[config.mk]
export PLATFORM = sky130hd
export DESIGN_NAME = mem_port_arbiter
export DESIGN_NICKNAME = d
export VERILOG_FILES = /design/src/rtl/mem_port_arbiter.sv
export SDC_FILE = /design/constraint.sdc
export NUM_CORES = 1
export LEC_CHECK = 0
export ABC_AREA = 1
export BUFFER_PORTS_ARGS = -buffer_cell sky130_fd_sc_hd__buf_2
export CAP_MARGIN = 0
export CELL_PAD_IN_SITES_DETAIL_PLACEMENT = 1
export CELL_PAD_IN_SITES_GLOBAL_PLACEMENT = 2
export CORE_UTILIZATION = 24
export DETAILED_ROUTE_END_ITERATION = 8
export PLACE_DENSITY = 0.79
export SLEW_MARGIN = 20
export SYNTH_ARGS = -nofsm -noshare
export SYNTH_HDL_FRONTEND = slang
export SYNTH_SLANG_ARGS = --single-unit
[constraint.sdc]
create_clock -name clk -period 1.75 [get_ports clk]
set_input_delay 0 -clock clk [delete_from_list [all_inputs] [get_ports clk]]
set_output_delay 0 -clock clk [all_outputs]
set_load 0.05 [all_outputs]
[src/rtl/mem_port_arbiter.sv]
// Shares the single memory data port between instruction fetch and load/store.
// Data has priority, a starvation counter forces fetch progress, and a watchdog aborts hung reads.
module mem_port_arbiter #(
  parameter int AW           = 12,
  parameter int STARVE_LIMIT = 4,
  parameter int TIMEOUT      = 64
) (
  input  logic          clk,
  input  logic          reset,
  input  logic          if_req,
  input  logic [AW-1:0] if_addr,
  output logic [31:0]   if_instr,
  output logic          if_valid,
  input  logic          d_ren,
  input  logic          d_wen,
  input  logic [AW-1:0] d_addr,
  input  logic [31:0]   d_wdata,
  input  logic [3:0]    d_bsel,
  output logic [31:0]   d_rdata,
  output logic          d_ready,
  output logic [AW-1:0] m_addr,
  output logic [31:0]   m_wdata,
  output logic [3:0]    m_bsel,
  output logic          m_ren,
  output logic          m_wen,
  input  logic [31:0]   m_rdata,
  input  logic          m_ready,
  output logic          busy,
  output logic          err_timeout
);

  // Handshakes: a requester holds its request until its one-cycle acknowledge
  // (if_valid / d_ready); the memory takes a one-cycle m_ren/m_wen command and
  // answers a read with a single m_ready cycle carrying m_rdata.
  localparam logic [1:0] S_IDLE  = 2'd0;
  localparam logic [1:0] S_ISSUE = 2'd1;
  localparam logic [1:0] S_WAIT  = 2'd2;
  localparam logic [1:0] S_DONE  = 2'd3;

  localparam logic [3:0] STARVE_MAX = 4'(STARVE_LIMIT);
  localparam logic [7:0] WAIT_LAST  = 8'(TIMEOUT - 1);

  logic [1:0]  state;
  logic        owner_d;
  logic        op_wr;
  logic [3:0]  starve_cnt;
  logic [7:0]  wcnt;

  logic        d_req;
  logic        fetch_turn;
  logic        wait_done;
  logic [31:0] rd_val;

  assign d_req      = d_ren | d_wen;
  assign fetch_turn = if_req && (starve_cnt == STARVE_MAX);
  assign wait_done  = m_ready || (wcnt == WAIT_LAST);
  // An aborted read returns zero rather than whatever the bus happens to hold.
  assign rd_val     = m_ready ? m_rdata : 32'd0;

  always_ff @(posedge clk) begin
    if (reset) begin
      state       <= S_IDLE;
      owner_d     <= 1'b0;
      op_wr       <= 1'b0;
      starve_cnt  <= '0;
      wcnt        <= '0;
      m_addr      <= '0;
      m_wdata     <= '0;
      m_bsel      <= '0;
      m_ren       <= 1'b0;
      m_wen       <= 1'b0;
      if_instr    <= '0;
      if_valid    <= 1'b0;
      d_rdata     <= '0;
      d_ready     <= 1'b0;
      busy        <= 1'b0;
      err_timeout <= 1'b0;
    end else begin
      case (state)
        S_IDLE: begin
          if (d_req && !fetch_turn) begin
            state   <= S_ISSUE;
            busy    <= 1'b1;
            owner_d <= 1'b1;
            op_wr   <= d_wen;
            m_addr  <= d_addr;
            m_wdata <= d_wdata;
            m_bsel  <= d_bsel;
            m_wen   <= d_wen;
            m_ren   <= !d_wen;
            if (!if_req)
              starve_cnt <= '0;
            else if (starve_cnt != STARVE_MAX)
              starve_cnt <= starve_cnt + 4'd1;
          end else if (if_req) begin
            state      <= S_ISSUE;
            busy       <= 1'b1;
            owner_d    <= 1'b0;
            op_wr      <= 1'b0;
            m_addr     <= if_addr;
            m_wdata    <= '0;
            m_bsel     <= '0;
            m_wen      <= 1'b0;
            m_ren      <= 1'b1;
            starve_cnt <= '0;
          end
        end

        S_ISSUE: begin
          m_ren <= 1'b0;
          m_wen <= 1'b0;
          wcnt  <= '0;
          if (op_wr) begin
            state   <= S_DONE;
            d_ready <= 1'b1;
            d_rdata <= '0;
          end else begin
            state <= S_WAIT;
          end
        end

        S_WAIT: begin
          if (wait_done) begin
            state <= S_DONE;
            if (!m_ready)
              err_timeout <= 1'b1;
            if (owner_d) begin
              d_ready <= 1'b1;
              d_rdata <= rd_val;
            end else begin
              if_valid <= 1'b1;
              if_instr <= rd_val;
            end
          end else begin
            wcnt <= wcnt + 8'd1;
          end
        end

        S_DONE: begin
          state    <= S_IDLE;
          busy     <= 1'b0;
          if_valid <= 1'b0;
          d_ready  <= 1'b0;
          if_instr <= '0;
          d_rdata  <= '0;
        end

        default: state <= S_IDLE;
      endcase
    end
  end

endmodule

==> metrics.yaml <==
logic_synthesis:
  synth_compound_area_share_pct: 11.5
  yosysWarningCount: 0
  ys_seq_elements: 134
  post_synth_fa_ha_maj_area_fraction_pct: 1.68
  synth-simple-area-share_pct: 32.4
  yosysSeqAreaShare_pct: 45.1
  post_synth_inst_count: 819
  dominant_combinational_cell_family_by_area_after_synthesis: "simple AND/OR/NAND/NOR gates"
  yosys-mux-area-fraction_pct: 0
  post_synth_xor_area_fraction_pct: 0.295
  synth.net_count: 925
  synth_area_per_cell_um2: 7.26
  netlist-cell-type-count: 34
  syn-cell-area_um2: 5940
sta:
  achievable-frequency_mhz: 621
  timing.slew.headroom_pct: 73.0
  timing.final.max_slew_violations: 0
  timing.final.crit_share_pct: 92.1
  finalHoldWorstSlack_ns: 0.00844
  final_hold_viols: 0
  period_needed_ns: 1.61
  report.final.setup_viol: 0
  max_slew.worst_pin.slew_ns: 0.404
  skew_ns: 0.0110
layout:
  most_frequent_standard_cell_in_the_layout_excluding_fill_and_tap_cells: "buf_2"
  nFillCells: 3008
  layout.cells.non_filler: 1453
  final-seq-area_um2: 2690
  finalNetCount: 1223
  insertedDiodeCount: 0
  multiInputGateArea_um2: 2780
  synthToLayoutAreaGrowth_pct: 49.5
  mostFrequentLayoutCells: "buf_2, nand2_1, nor2_1"
  layout-drive-gt1-share_pct: 28.3
clock_network:
  htree_levels: 4
  numCtsBuffers: 17
  clock-sinks: 134
  clock_slew_at_reported_path_ffs_ns: 0.06
  cts_tree: "built"
  clock_insertion_delay_worst_skew_ns: 0.42
  cts_root_buffer: "clkbuf_16"
  clock_path_buffers: 2
grt:
  grt_overflow_total: 0
  grt_first_pass_wirelength_mm: 34.0
  pin_count_of_the_biggest_net_entering_global_routing: 57
  antenna_found_initial: 0
  grt_util_all_layers_pct: 16.5
  number_of_global_route_vias_before_repair: 6704
die:
  start_util_pct: 24.4
  design.core.area_um2: 24300
  chipWidth_um: 159
  num_rows: 57
  ioPinCount: 216
  floorplan_die_area_um2: 25400
  die_y_um: 159
detailed_routing:
  drt.antenna.violating_nets: 0
  post-route-drc-count: 0
  routed_wl_mm: 21.0
  first_pass_iteration_count_of_the_detailed_router: 4
  drt-wirelength-per-cell_um: 14.4
  route.vias.total: 6374
  vias_per_cell: 4.39
  detail_route.iter0.violations: 179
pwr:
  static-leakage-power_nw: 4.09
  p_per_area_nw_per_um2: 1840
  overall_power_mw: 16.4
  peakVddDrop_uv: 758
worst_setup_path:
  cp_data_required_time_ns: 2.06
  worst-setup-path-type: "reg -> reg"
  startpoint_type: "flop"
  worstPathMaxFanout: 17
  cp-end-kind: "flop"
  arrival_ns: 1.92
placed_design:
  portBuffers: 215
  place.detailed.instances: 1332
  globalplace.congestion: 0.734
  hpwl_mm: 13.5
run_status:
  status: "complete, no violations"
flow_run:
  maxCapViolCount: 0
worst_hold_path:
  hp-class: "in -> reg"
[metrics by stage]
step / setup TNS, ns / setup slack (ns) / cell area [um^2] / utilization [%]
6_report: 0 / 0.139 / 8880 / 36.5
5_1_grt: -0.0100 / -0.00456 / 8880 / 36.5
4_1_cts: 0 / 0.0418 / 8800 / 36.2
3_5_place_dp: 0 / 0.0487 / 7350 / 30.2
3_3_place_gp: 0 / 0.101 / 7350 / 30.2
2_1_floorplan: 0 / 0.107 / 5940 / -
[cell families (layout without fill, tap and decap cells)]
family	Yosys count	in the layout
AND/OR/NAND/NOR	454	456
flip-flops	134	134
adder cells (fa/ha/maj)	8	8
AO/OA/AOI/OAI	129	129
buffers and inverters	92	400
XOR/XNOR	2	2
[worst paths after layout]
path,cells past startpoint,start,endpoint,slack [ns]
max,12,state[0],d_rdata[8],0.14
min,5,m_rdata[9],if_instr[9],0.008
max reg2reg,12,state[0],d_rdata[8],0.14
min reg2reg,1,wcnt[0],wcnt[0],0.45
[cell usage after synthesis (all sizes together)]
cell type  count  share of area (%)
nor3           4               0.34
nand4          4               0.67
clkbuf        25                1.6
dfxtp        134                 45
o21bai         2               0.44
nand3         73                6.7
nor2         171                 11
inv           33                2.1
clkinv         1              0.063
o21a           1               0.13
o21ai         39                3.5
ha             8                1.7
buf           33                5.1
nand2        201                 13
nand3b         1               0.13
a21oi         87                7.5
xor2           2               0.29
[area by class of cell]
cell class,count,area share [%]
multi-input cells,595,31.3
clock buffers,19,5.10
inverters,34,1.46
repair buffers,335,25.9
flip-flops and latches,134,30.2
well taps,324,4.56
clock inverters,12,1.46
[where the power goes]
part / total (mW) / leakage, nW / internal (mW) / switching [mW]
clock: 3.60 / 0.285 / 2.16 / 1.44
combinational: 8.38 / 2.71 / 2.40 / 5.98
sequential: 4.39 / 1.10 / 3.92 / 0.470
[metal layers]
layer | wire [um] | global-route usage, % | share of wire [%] | up-vias
met5 | 0 | 0 | 0 | -
met4 | 272 | 5.29 | 1.3 | 0
met3 | 1300 | 4.64 | 6.2 | 19
met2 | 9630 | 27.7 | 46 | 184
met1 | 9780 | 20.3 | 47 | 2946
li1 | - | - | - | 3225
[state kept, by name, indices dropped and copies added, names as in the netlist]
signal       cells
op_wr            1
m_addr          12
if_valid         1
if_instr        32
starve_cnt       4
m_wdata         32
err_timeout      1
wcnt             8
d_rdata         32
m_bsel           4
d_ready          1
owner_d          1
m_wen            1
busy             1
m_ren            1
state            2
[worst max-delay path, stage by stage, from the launching register on]
cell	delay, ns
dfxtp_1	0.32
inv_2	0.09
ha_2	0.19
inv_2	0.04
buf_4	0.14
nor2_4	0.11
nand2_4	0.08
nand2_2	0.09
buf_4	0.12
inv_4	0.04
buf_12	0.14
nor2_1	0.10
nor2_1	0.05
[timing repair]
action / in CTS / in global routing
resized for setup: 0 / 14
hold endpoints to repair: 88 / 0
hold buffers: 86 / 0
buffers inserted: 0 / 2
setup endpoints to repair: 0 / 102
(Power assumes the default switching activity.)
